$ cat config.mk
export PLATFORM = sky130hd
export DESIGN_NAME = pipeline_ctrl
export DESIGN_NICKNAME = d
export VERILOG_FILES = /design/src/rtl/pipeline_ctrl.sv
export SDC_FILE = /design/constraint.sdc
export NUM_CORES = 1
export LEC_CHECK = 0
export ABC_AREA = 1
export CAP_MARGIN = 20
export CORE_ASPECT_RATIO = 1.25
export CORE_MARGIN = 5
export CORE_UTILIZATION = 30
export CTS_CLUSTER_SIZE = 28
export DETAILED_ROUTE_END_ITERATION = 10
export PLACE_DENSITY_LB_ADDON = 0.15
export SYNTH_ARGS = -nofsm -noshare
export SYNTH_HDL_FRONTEND = slang
export SYNTH_SLANG_ARGS = --single-unit
$ cat constraint.sdc
create_clock -name clk -period 3.3 [get_ports clk]
set_clock_uncertainty 0.1 [all_clocks]
set_input_delay 0.825 -clock clk [delete_from_list [all_inputs] [get_ports clk]]
set_output_delay 0.825 -clock clk [all_outputs]
set_load 0.1 [all_outputs]
$ cat src/rtl/pipeline_ctrl.sv
// Pipeline hazard controller: data-memory handshake FSM, multi-cycle MDU tracking,
// and priority-resolved stall/bubble generation for the F/D/E/M/W stage registers.
module pipeline_ctrl #(
  parameter int unsigned MUL_CYC = 4,
  parameter int unsigned DIV_CYC = 32
) (
  input  logic       clk,
  input  logic       reset,
  input  logic [4:0] d_rs,
  input  logic [4:0] d_rt,
  input  logic       d_use_rs,
  input  logic       d_use_rt,
  input  logic [4:0] e_rn,
  input  logic       e_wreg,
  input  logic       e_m2reg,
  input  logic       e_do_jmp,
  input  logic       e_mdu_start,
  input  logic       e_mdu_div,
  input  logic       m_wreg,
  input  logic       m_m2reg,
  input  logic       m_wmem,
  input  logic       m_do_jmp_in_m,
  input  logic       dmem_ack,
  output logic       f_stall,
  output logic       d_stall,
  output logic       e_stall,
  output logic       m_stall,
  output logic       d_bubble,
  output logic       e_bubble,
  output logic       m_bubble,
  output logic       w_bubble,
  output logic       dmem_req,
  output logic       mdu_start
);

  localparam int unsigned CNT_W = 6;

  typedef enum logic [1:0] {
    IDLE = 2'd0,
    REQ  = 2'd1,
    DONE = 2'd2
  } mem_state_e;

  mem_state_e       state_q, state_d;
  logic [CNT_W-1:0] cnt_q, cnt_d;
  logic             done_q, done_d;
  logic             dmem_req_q, dmem_req_d;

  logic m_access, mem_wait, accept, mdu_wait, load_use;

  assign m_access = (m_m2reg & m_wreg) | m_wmem;
  assign mem_wait = ((state_q == IDLE) & m_access) | (state_q == REQ);
  assign accept   = e_mdu_start & (cnt_q == '0) & ~done_q & ~mem_wait;
  assign mdu_wait = accept | (cnt_q != '0);
  assign load_use = e_m2reg & e_wreg & (e_rn != 5'd0) &
                    ((d_use_rs & (d_rs == e_rn)) | (d_use_rt & (d_rt == e_rn)));

  // Memory handshake next state; the request flop follows the next state so it is glitch-free.
  always_comb begin
    state_d = state_q;
    case (state_q)
      IDLE:    if (m_access) state_d = REQ;
      REQ:     if (dmem_ack) state_d = DONE;
      DONE:    state_d = IDLE;
      default: state_d = IDLE;
    endcase
    dmem_req_d = (state_d == REQ);
  end

  // The counter keeps running under a memory stall; done holds the finished op in E until it moves.
  always_comb begin
    cnt_d  = cnt_q;
    done_d = done_q;
    if (accept) begin
      cnt_d = e_mdu_div ? CNT_W'(DIV_CYC) : CNT_W'(MUL_CYC);
    end else if (cnt_q != '0) begin
      cnt_d = cnt_q - CNT_W'(1);
    end
    if (cnt_q == CNT_W'(1)) begin
      done_d = 1'b1;
    end else if (!e_stall) begin
      done_d = 1'b0;
    end
  end

  always_comb begin
    f_stall  = 1'b0;
    d_stall  = 1'b0;
    e_stall  = 1'b0;
    m_stall  = 1'b0;
    d_bubble = 1'b0;
    e_bubble = 1'b0;
    m_bubble = 1'b0;
    w_bubble = 1'b0;
    if (mem_wait) begin
      f_stall  = 1'b1;
      d_stall  = 1'b1;
      e_stall  = 1'b1;
      m_stall  = 1'b1;
      w_bubble = 1'b1;
    end else if (mdu_wait) begin
      f_stall  = 1'b1;
      d_stall  = 1'b1;
      e_stall  = 1'b1;
      m_bubble = 1'b1;
    end else if (m_do_jmp_in_m) begin
      d_bubble = 1'b1;
      e_bubble = 1'b1;
      m_bubble = 1'b1;
    end else if (e_do_jmp) begin
      d_bubble = 1'b1;
      e_bubble = 1'b1;
    end else if (load_use) begin
      f_stall  = 1'b1;
      d_stall  = 1'b1;
      e_bubble = 1'b1;
    end
  end

  always_ff @(posedge clk) begin
    if (reset) begin
      state_q    <= IDLE;
      cnt_q      <= '0;
      done_q     <= 1'b0;
      dmem_req_q <= 1'b0;
    end else begin
      state_q    <= state_d;
      cnt_q      <= cnt_d;
      done_q     <= done_d;
      dmem_req_q <= dmem_req_d;
    end
  end

  assign dmem_req  = dmem_req_q;
  assign mdu_start = accept;

endmodule

## Word-level counts from Yosys, hierarchy flattened

Cells that the tools add are included.

- Bits in registers: 10
- Input port bits: 29
- Output and inout port bits: 10
- Word-level logic and storage cells: 59

- $add $sub $neg: 1
- Equal/unequal tests: 6
- Multiplexer cells: 27
- Bitwise logic cells: 16
- Reduce and logical (&&, ||, !) cells: 5

Operators by type and width:

| cell | count |
|---|---|
| 2-to-1 mux 1 bit | 21 |
| 2-to-1 mux 6 bit | 3 |
| AND 1 bit | 10 |
| == test 5 bit | 2 |
| == test 6 x 1 -> 1 bit, second input constant | 1 |
| zero test 6 bit | 1 |
| nonzero test 6 bit | 1 |
| subtractor 6 x 1 -> 6 bit, second input constant | 1 |
| nonzero test 5 bit | 1 |
| == test 2 x 1 -> 1 bit, second input constant | 2 |
| 2-to-1 mux 2 bit | 2 |
| bitwise OR 1 bit | 4 |
| one-hot mux 2 bit (2 select lines) | 1 |
| zero test 2 bit | 1 |
| != test 2 x 1 -> 1 bit, second input constant | 1 |
| NOT 1 bit | 2 |
| nonzero test 2 bit | 1 |

## Longest topological paths before layout

Gate-level depths: netlist of the first run.

- Word-level depth: 11
- Gate-level depth with buffers: 10
- Mapped depth without buffers: 10

## Least setup slack after synthesis of the first run

Ideal clock, no wire load.

- Path type: in2out
- From: input e_rn[3]
- To: output f_stall
- Data arrival time: 3,170 ps
- Data required time: 2,375 ps
- Setup slack: -795 ps
- Cell stages on the path: 9
- Path buffers: 1
- Cell sequence: inv_1 nand2_1 nand2_1 nor2_1 nand3_1 nand2_1 nand2_1 o21bai_1 buf_4

- Word-level cells in the longest chain between the ends: 9
- Elaborated cells on any way between the ends: 13
- Those cells by class: 2 x eq/ne; 5 x mux; 5 x bitwise; 1 x reduce/logical

Ends and longest elaborated chain:

| element | RTL line | RTL |
|---|---|---|
| from (decl) | 13 | `input logic [4:0] e_rn,` |
| == test 5 bit | 56 | `((d_use_rs & (d_rs == e_rn)) \| (d_use_rt & (d_rt == e_rn)));` |
| AND 1 bit | 56 |  |
| bitwise OR 1 bit | 56 |  |
| AND 1 bit * | 55 | `assign load_use = e_m2reg & e_wreg & (e_rn != 5'd0) &` |
| 2-to-1 mux 1 bit * (5 in a row) | n/a |  |
| to (decl) | 24 | `output logic f_stall,` |

Mark *: on every way between the ends. The rest lies on a longest branch, timed or not.

## Worst setup path after layout of the first run

- From: input e_rn[2]
- To: output d_stall

- Word-level cells in the longest chain between the ends: 9
- Elaborated cells on any way between the ends: 13
- Those cells by class: 2 x eq/ne; 5 x mux; 5 x bitwise; 1 x reduce/logical

Ends and longest elaborated chain:

| element | RTL line | RTL |
|---|---|---|
| == test 5 bit | 56 |  |
| AND 1 bit | 56 |  |
| bitwise OR 1 bit | 56 |  |
| AND 1 bit * | 55 |  |
| 2-to-1 mux 1 bit * | 113 | `end else if (load_use) begin` |
| 2-to-1 mux 1 bit * | 110 | `end else if (e_do_jmp) begin` |
| 2-to-1 mux 1 bit * | 106 | `end else if (m_do_jmp_in_m) begin` |
| 2-to-1 mux 1 bit * | 101 | `end else if (mdu_wait) begin` |
| 2-to-1 mux 1 bit * | 95 | `if (mem_wait) begin` |
| to (decl) | 25 | `output logic d_stall,` |

Marked as above.

==> results list, run 1 <==
- Setup total negative slack on the finished layout was measured at 0 ns.
- Compared with the post-synthesis result, the final layout area differs by 64.7%.
* Post-route worst setup slack: 0.118 ns
- Delay-heaviest family, CP: buffers and inverters
- Pwr Total: 0.893 mW
- For this run, the post-layout net count is 212.
- The biggest area contributor in the post-synthesis netlist is dfxtp_1.
- Detail-routed via count per cell: 4.31
- Remaining DRCs: 0
* Global-route wire length before repair: 3640 µm
- Async S/R FF share, synth: 0%
* CTS Root Buffer Type: clkbuf_4
- Clock Tree Buf Depth: 2
* Pre-Repair DR Iteration Count: 4
- Clk pin slew, worst setup/hold paths: 0.06 ns
* Setup CP Type: in2out
- Transition time at the pin with the least slew margin: 0.382 ns
- In this run the static leakage power is 0.746 nW.
- CP bufs+invs: 3
- Area of the die: 4090 µm²
* Maximum number of pins on one net before global-route repair: 11
- On the critical path, the stage with the largest delay is an instance of clkdlybuf4s50_1.
* Number of enable flip-flop cells after synthesis: 0
- Once detail routing completed, the nets flagged for antenna violations numbered 0.
- Worst Hold Path Cells: 1
- Maximum achievable frequency: 314 MHz
* GRT Util Overall: 11.1%
* Final critical path time including I/O delays and setup: 3.18 ns
- Counting cells, the worst reg-to-reg path comes to 10.
* Unique masters post-synth: 30
- Number of global-route vias before repair: 898
- In this run the core area contains 22 standard-cell rows.
- VDD sags by at most 0.406 mV.
* Placed instance area: 1390 µm²
- Post-route cell area: 1440 µm²
* Final cell count without fillers: 215
- Across the run, the number of max-cap violations was 0.
* Portion of the post-synthesis area used by sequential elements: 23.0%
* Post-route clock period utilization: 96.4%
- Die extent in x: 58.2 µm
* Biggest area contributors in the synthesized netlist: dfxtp_1 (23%), nand2_1 (19%), inv_1 (12%)
- Global placement routability congestion: 0.877
- Number of design-rule violations left by the first detailed-router iteration: 21
- During synthesis, Yosys emitted a total of 0 warnings.
- The path class of the tightest hold or removal check is reg2reg.
- Total vias in the final route: 927
- Setup crit start kind: input pin
- CTS built an H-tree with a depth of 1.
- Logic depth of the worst path, buffers included: 10
* Fraction of final layout cells sized beyond drive strength 1: 19.0%
- Flip-flop and latch count after synthesis: 10
* Effective utilization at floorplan: 30.5%
* Run status: complete, no violations
- The clock net in this run drives a total of 10 sinks.
- Sum of routed wire length over all layers: 2100 µm
- Power spread over the standard cell area amounts to 622 nW/µm².
* Post-DP HPWL: 1820 µm
* Routed len/inst: 9.78 µm
- 39 I/O pins were placed.
- # resized after CTS: 0
* Count of pins over their slew limit: 0
- Standard cell core area: 2860 µm²
- During placement, the flow inserted port buffers numbering 38.
- Number of post-CTS setup repair buffers: 0
- Multi-input logic area: 559 µm²
* Synthesized instance count: 140
- Worst hold slack across all endpoints: 0.327 ns
* Total congestion overflow: 0
- The worst setup path is captured at a primary output.
- For this design, the CTS-stage hold fixing added 0 buffers.
- Delay contributed by the slowest stage of the critical path: 0.48 ns
* Setup repair after global routing missed its margin: no
- Along the worst path, the maximum fanout reaches 4.
* Top-area cell type share of the netlist area: 23.0%
* Top flip-flop cell by instance count after synthesis: dfxtp_1
- Setup violations remaining at the end of the flow were counted as 0.
* Cells along the critical path: clkdlybuf4s50_1 -> inv_1 -> nand2_1 -> nand2_1 -> nor2_2 -> nand3_1 -> nand2_1 -> nand2_2 -> o21bai_4 -> buf_12
* Cell mode on critical path: nand2_1
- The total count of hold-check failures in the final report is 0.
- Setup slack at placement: 0.0609 ns
* Worst skew pair latency: 0.27 ns
- Relative slew slack: 74.5%
* TritonCTS clock tree: built
- Die outline height: 70.3 µm
- Filler cell count: 302
- For the worst setup path, the data arrival time is 2.26 ns.
- The number of placed instances, taps included, is 211.
- The number of antenna diodes in the final layout is 0.
- Average size of a mapped cell: 6.23 µm²
- Across the whole layout, storage elements account for 200 µm².
- Fin util: 50.2%
- Post-Synthesis Net Count: 172
- The cell area that synthesis handed to floorplanning was 872 µm².
* Antenna violations before repair: 0
- In this run, CTS created clock tree buffers numbering 3.
* Data required time at the worst endpoint: 2.37 ns
==> final cells by class <==
type | count | area share, %
clock buffers | 4 | 2.53
inverters | 31 | 8.36
multi-input cells | 96 | 38.9
flip-flops and latches | 10 | 13.9
well taps | 36 | 3.14
repair buffers | 38 | 33.1
==> worst paths after layout <==
| kind | from | endpoint | slack, ns |
|---|---|---|---|
| setup / recovery | e_rn[2] | d_stall | 0.12 |
| hold / removal | state_q[1] | state_q[1] | 0.33 |
| setup reg to reg | cnt_q[0] | cnt_q[5] | 1.80 |
| hold reg to reg | state_q[1] | state_q[1] | 0.33 |
==> flip-flops by register name, indices dropped and copies added, names as in the netlist <==
signal and count:
done_q 1, state_q 2, dmem_req 1, cnt_q 6
==> synth_stat cells (2+ instances only) <==
cell and number:
a21oi_1 3, buf_4 2, dfxtp_1 10, ha_1 3, inv_1 28, nand2_1 44, nand2_4 2, nand3_1 7
nand4_1 2, nor2_1 14, nor2_4 3, nor3_2 2, nor3b_1 2, o21ai_0 2
==> cell families after synthesis <==
| group | Yosys count | share of synthesized area (%) |
|---|---|---|
| AOI/OAI and AO/OA | 8 | 5.60 |
| xor gates and xnor gates | 2 | 2.01 |
| adders and majority gates | 3 | 4.30 |
| buffers and inverters | 34 | 16.1 |
| DFF | 10 | 23.0 |
| and+or+nand+nor | 83 | 49.1 |
==> layer usage <==
metal	global-route usage [%]	vias up	wire [µm]	part of all wire, %
met1	11.6	401	831	40
met3	1.66	5	119	5.7
met5	0	-	0	0
li1	-	494	-	-
met2	21.0	27	1120	53
met4	4.64	0	31	1.5
==> cells in the final DEF, fill, tap and decap left out, types with 2 or more instances in the layout <==
| cell type | netlist | final |
|---|---|---|
| nand2_1 | 44 | 43 |
| inv_1 | 28 | 28 |
| clkdlybuf4s50_1 | 0 | 25 |
| nor2_1 | 14 | 13 |
| dfxtp_1 | 10 | 10 |
| buf_12 | 0 | 9 |
| nand3_1 | 7 | 7 |
| nor2_4 | 3 | 3 |
| ha_1 | 3 | 3 |
| clkbuf_4 | 0 | 3 |
| dlymetal6s2s_1 | 0 | 3 |
| nand2_4 | 2 | 2 |
| nand4_1 | 2 | 2 |
| nand2_2 | 1 | 2 |
| nor3_2 | 2 | 2 |
| nor3b_1 | 2 | 2 |
| o21ai_0 | 2 | 2 |
| a21oi_1 | 3 | 2 |
==> report_power, final <==
group | switching, mW | internal (mW)
Combinational | 0.349 | 0.230
Clock | 0.0428 | 0.0671
Sequential | 0.0441 | 0.160
Total | 0.436 | 0.457
(Power assumes the default switching activity.)
==> inputs of run 2 (changes only) <==
Settings changed: MAX_ROUTING_LAYER set to met4, SKIP_CTS_REPAIR_TIMING set to 1.
==> run 2 against run 1 <==
Worst hold slack about the same. Cell area unchanged. Cell count unchanged. Combinational power about the same. Setup slack unchanged. Critical path depth unchanged. Register-to-register slack about the same. First-iteration DRC count unchanged. Routed wire length about the same. Critical endpoint unchanged.
==> results list, run 2 (synthesis gave the netlist of run 1 again) <==
- Nets: 212 (unchanged)
- The flow ran to the end, and the final reports show no timing, DRC or antenna violations.
* Setup repair after global routing missed its margin: no
- The highest achievable clock rate was 314 MHz (unchanged).
* Proportion of total power due to net switching: 48.9% (about the same)
* Count of max-cap constraint violations: 0 (unchanged)
* Die outline height: 70.3 µm (unchanged)
- The chip width came to 58.2 µm (unchanged).
- The half-perimeter wire length after placement is 1820 µm (unchanged).
- Power Density: 622 nW/µm² (about the same)
* Count of input and output buffers: 38 (unchanged)
- The final count of negative-setup-slack endpoints was 0 (unchanged).
- The combinational group share of total power was 64.8% (about the same).
- Number of placement rows: 22 (unchanged)
- The headroom to the max-slew limit is 74.5% (about the same).
- The wire length after detailed routing is 2100 µm (about the same).
- The max-slew violation count came to 0 (unchanged).
* Global placement routability congestion: 0.891 (+1.6%)
- The post-detailed-route DRC marker count is 0 (unchanged).
- Transition time at the pin with the least slew margin: 0.382 ns (+0.0000648 ns)
- Detail-routed via count per cell: 4.31 (unchanged)
- The total clock buffers created by CTS is 3 (unchanged).
* Number of clock sinks: 10 (unchanged)
- The total I/O pin count came to 39 (unchanged).
- The final worst-path cycle share came to 96.4% (unchanged).
* Signed area change from the synthesized netlist to the final layout: 64.7% (unchanged)
* Worst skew pair latency: 0.27 ns (about the same)
- The critical path data required time came to 2.37 ns (about the same).
- Fraction of final layout cells sized beyond drive strength 1: 19.0% (unchanged)
* Final Hold Violating Endpoints: 0 (unchanged)
* Post-route setup TNS: 0 ns (unchanged)
- CP Data Arrival Time: 2.26 ns (about the same)
- The global-route wire length before repair was 3640 µm (unchanged).
- Standard cell core area: 2860 µm² (unchanged)
* H-tree level count: 1 (unchanged)
* Routed len/inst: 9.78 µm (about the same)
* Seq pwr share: 22.8% (about the same)
* Total vias in the final route: 927 (unchanged)
- The initial antenna violation count is 0 (unchanged).
- The DRC violation total after the first TritonRoute iteration came to 21 (unchanged).
- The worst setup path is of the in2out kind.
* Register containing the most flip-flops in the final layout: cnt_q
* Min-Delay Path Class: reg2reg
- In the layout the commonest cells are nand2_1 (43), inv_1 (28), clkdlybuf4s50_1 (25), nor2_1 (13), dfxtp_1 (10).
- Number of global-route vias before repair: 898 (unchanged)
- The final-layout worst hold slack came to 0.327 ns (+0.0000480 ns).
- The count of antenna-violating nets left after detailed routing is 0 (unchanged).
* CTS Root Buffer Type: clkbuf_4
- The clock transition at the register clock pins on the worst setup and hold paths after CTS is 0.06 ns (about the same).
- Pre-Repair DR Iteration Count: 4 (unchanged)
- Clock power frac: 12.3% (about the same)
- The static power due to leakage was 0.746 nW (unchanged).
* Biggest registers after layout: cnt_q x6, state_q x2
* Clock Tree Buf Depth: 2 (unchanged)
* Commonest non-fill, non-tap cell in the layout: nand2_1
- The maximum fanout count along the critical path was 4 (unchanged).
- Final critical path time including I/O delays and setup: 3.18 ns (unchanged)
- The number of diodes added for antenna fixing came to 0 (unchanged).
- Largest vdd supply drop: 0.406 mV (unchanged)
- The area enclosed by the die boundary is 4090 µm² (unchanged).
- The overflow left after global routing came to 0 (unchanged).
- TritonCTS clock tree: built
- The total internal power is 0.457 mW (unchanged).
- Maximum number of pins on one net before global-route repair: 11 (unchanged)
- The worst setup path is launched from an input pin.
- Effective utilization at floorplan: 30.5% (unchanged)
- The worst setup path is captured at a primary output.
- Net switching power: 0.436 mW (about the same)
- Max reg flops: 6 (unchanged)
- The global-route total usage across every layer was 11.4% (+0.30 points).
[run 2: worst max-delay path: stages]
cell and delay [ns]:
clkdlybuf4s50_1 0.48, inv_1 0.09, nand2_1 0.06, nand2_1 0.06, nor2_2 0.10, nand3_1 0.08, nand2_1 0.10, nand2_2 0.07
o21bai_4 0.20, buf_12 0.20
[run 2: cell type report]
| cell class | count | area [µm²] |
|---|---|---|
| Fill cell | 302 | 1430 |
| Timing Repair Buffer | 38 | 475 |
| Inverter | 31 | 120 |
| Tap cell | 36 | 45.0 |
| Clock buffer | 4 | 36.3 |
| Multi-Input combinational cell | 96 | 559 |
| Sequential cell | 10 | 200 |
[run 2: power groups by stage]
stage	combinational, mW	clock (mW)	sequential, mW
finish	0.579	0.110	0.204
global route	0.638	0.119	0.211
CTS	0.586	0.112	0.205
detailed placement	0.584	0	0.207
global placement	0.580	0	0.206
floorplan	0.422	0	0.209
[run 2: routing by layer]
| metal | vias to the layer above | global-route usage (%) | part of all wire [%] |
|---|---|---|---|
| met5 | - | - | 0 |
| met4 | 0 | 4.64 | 1.5 |
| met3 | 5 | 1.48 | 5.4 |
| met2 | 27 | 21.0 | 53 |
| met1 | 401 | 11.7 | 40 |
| li1 | 494 | - | - |
[run 2: path summary, 6_finish.rpt]
check	to	slack (ns)	startpoint	cells past startpoint
min	state_q[1]	0.33	state_q[1]	1
max reg2reg	cnt_q[5]	1.80	cnt_q[0]	10
max	d_stall	0.12	e_rn[2]	10
min reg2reg	state_q[1]	0.33	state_q[1]	1
[run 2: metrics by stage]
| stage | power (mW) | instances | instance area, µm² | util [%] | setup slack [ns] |
|---|---|---|---|---|---|
| after floorplan | 0.631 | 140 | 895 | - | 0.0469 |
| after global placement | 0.785 | 211 | 1390 | 48.5 | 0.0912 |
| after detailed placement | 0.791 | 211 | 1390 | 48.5 | 0.0609 |
| after CTS | 0.903 | 215 | 1420 | 49.7 | 0.0570 |
| after global routing | 0.968 | 215 | 1440 | 50.2 | 0.00119 |
| final | 0.893 | 215 | 1440 | 50.2 | 0.118 |
==> inputs of run 3 (changes only) <==
--- a/config.mk
+++ b/config.mk
@@ -16,2 +16,3 @@
 export PLACE_DENSITY_LB_ADDON = 0.15
+export RECOVER_POWER = 100
 export SKIP_CTS_REPAIR_TIMING = 1
--- a/constraint.sdc
+++ b/constraint.sdc
@@ -4,2 +4,2 @@
 set_output_delay 0.825 -clock clk [all_outputs]
-set_load 0.1 [all_outputs]
+set_load 0.05 [all_outputs]
==> run 3 against run 2 <==
Critical path depth increased by 1. Sequential share of layout area rose by 0.89 points. Register-to-register slack lost 0.15 ns. Total power is 11% lower.
==> results list, run 3 (synthesis gave the netlist of run 1 again) <==
- The run finished with clean final reports.
- The critical path data required time is 2.37 ns (about the same).
- Pre-Repair DR Iteration Count: 4 (unchanged)
- The maximum count of clock buffers along a single path is 2 (unchanged).
- The highest achievable clock rate came to 312 MHz (-0.74%).
* Register containing the most flip-flops in the final layout: cnt_q
- Biggest registers after layout: cnt_q x6, state_q x2
- Effective utilization at floorplan: 30.5% (unchanged)
- Nets: 213 (+0.47%)
- STA classifies the critical path startpoint as an input pin.
- The ratio of routed vias to standard cells came to 4.27 (-1.0%).
* Placed instance area: 1380 µm² (-0.90%)
* P_int: 0.435 mW (-4.7%)
- TritonCTS built the clock tree.
- Final setup violation count: 0 (unchanged)
- The proportion of power drawn by the clock network came to 13.5% (+1.2 points).
* Commonest non-fill, non-tap cell in the layout: nand2_1
- The initial antenna violation count was 0 (unchanged).
* N_diodes: 0 (unchanged)
* Nature of the critical path endpoint: primary output
* Die outline height: 70.3 µm (unchanged)
- Leakage dissipation: 0.706 nW (-5.4%)
- Total congestion overflow: 0 (unchanged)
- Filler cell count: 312 (+3.3%)
* Worst hold slack across all endpoints: 0.321 ns (-0.00608 ns)
- Largest vdd supply drop: 0.476 mV (+17%)
* H-tree level count: 1 (unchanged)
* Relative slew slack: 58.5% (-16 points)
- The total clock buffers created by CTS is 3 (unchanged).
- The number of vias after detailed routing is 922 (-0.54%).
- The routability congestion estimate came to 0.886 (-0.54%).
- The core outline area was 2860 µm² (unchanged).
- Transition time at the pin with the least slew margin: 0.625 ns (+0.243 ns)
- The max-slew violation count is 0 (unchanged).
- Clk pin slew, worst setup/hold paths: 0.06 ns (about the same)
- Max reg flops: 6 (unchanged)
- Maximum number of pins on one net before global-route repair: 11 (unchanged)
* Count of max-cap constraint violations: 0 (unchanged)
- Seq pwr share: 25.7% (+2.9 points)
- The fraction of final layout cells with drive strength greater than 1 is 15.6% (-3.4 points).
- The total count of hold-check failures in the final report came to 0 (unchanged).
- The data arrival time of the critical path is 2.28 ns (+0.02 ns).
- CTS placed an instance of clkbuf_4 at the clock tree root.
* Proportion of total power due to net switching: 45.2% (-3.7 points)
* Worst-path maximum fanout: 3 (-1)
* GRT Util Overall: 11.4% (about the same)
* Placed cell count: 212 (+0.47%)
* Post-route setup TNS: 0 ns (unchanged)
- Min-Delay Path Class: reg2reg
- The final standard cell area without fillers is 1350 µm² (-6.0%).
- The global-route wire length before repair came to 3640 µm (+0.19%).
- Die extent in x: 58.2 µm (unchanged)
* Worst skew pair latency: 0.26 ns (about the same)
- Net switching power: 0.359 mW (-18%)
- From synthesis to final layout, the design area changed by 54.8%.
- Count of pins on the block boundary: 39 (unchanged)
* Final critical path time including I/O delays and setup: 3.21 ns (+0.0238 ns)
- Setup CP Type: in2out
- The total power consumption of the routed design came to 0.794 mW (-11%).
- Fin util: 47.2% (-3.0 points)
* Post-route ant nets: 0 (unchanged)
- Remaining DRCs: 0 (unchanged)
* Post-route worst setup slack: 0.0940 ns (-0.0238 ns)
- Post-DP HPWL: 1880 µm (+3.2%)
- Commonest cells after routing, fill and taps aside: nand2_1 (44), inv_1 (28), clkdlybuf4s50_1 (25), nor2_1 (12), dfxtp_1 (10)
- The combinational group share of total power was 60.8% (-4.0 points).
- The total number of clock tree sinks is 10 (unchanged).
* Count of input and output buffers: 38 (unchanged)
* Area of the die: 4090 µm² (unchanged)
* Number of design-rule violations left by the first detailed-router iteration: 48 (+130%)
* Setup slack at placement: 0.0474 ns (-0.0134 ns)
- Final cell count without fillers: 216 (+0.47%)
- The site row count was 22 (unchanged).
- Power Density: 588 nW/µm² (-5.4%)
- Post-route clock period utilization: 97.2% (+0.72 points)
- Setup repair after global routing missed its margin: no
- The detail-routed net length per standard cell is 10.1 µm (+3.7%).
* Sum of routed wire length over all layers: 2190 µm (+4.2%)
* Number of global-route vias before repair: 840 (-6.5%)
==> run 3: cell types whose count changed in the layout (fill, tap and decap cells not counted), moves of 2 or more <==
cell           change
a21oi_1            +2
dlygate4sd3_1      +2
clkbuf_1           +2
buf_12             -4
==> run 3: final timing paths <==
check                     to  slack (ns)  depth (start not counted)  startpoint
setup / recovery     d_stall        0.09                         11     e_rn[4]
hold / removal    state_q[1]        0.32                          1  state_q[1]
setup reg to reg    cnt_q[5]        1.65                         10    cnt_q[0]
hold reg to reg   state_q[1]        0.32                          1  state_q[1]
==> run 3: area by class of cell <==
| class | count | area, µm² | share of cell area (%) |
|---|---|---|---|
| multi-input combinational | 96 | 528 | 39.1 |
| timing repair buffer | 39 | 420 | 31.1 |
| sequential | 10 | 200 | 14.8 |
| inverter | 31 | 120 | 8.90 |
| tap | 36 | 45.0 | 3.34 |
| clock buffer | 4 | 36.3 | 2.69 |
==> run 3: per-layer routing <==
metal  routed length (µm)  part of all wire [%]  GRT usage (%)  up-vias
met2                 1130                    52           20.0       28
met5                    0                     0              -        -
met4                   21                  0.96           3.09        0
li1                     -                     -              -      498
met3                  133                   6.1           2.59        4
met1                  903                    41           12.6      392
==> run 3: critical path: stages <==
cell and delay [ns]:
clkdlybuf4s50_1 0.50, inv_1 0.08, nand2_1 0.06, nand2_1 0.06
nor2_2 0.12, nand3_1 0.08, nand2_1 0.08, nand2_1 0.05
o21bai_1 0.14, buf_4 0.16, buf_12 0.13
==> run 3: power by group through the flow <==
stage	Combinational, mW	Clock (mW)	Sequential [mW]
final	0.483	0.107	0.204
after global routing	0.538	0.117	0.210
after CTS	0.517	0.111	0.204
after detailed placement	0.512	0	0.206
after global placement	0.503	0	0.206
after floorplan	0.351	0	0.205
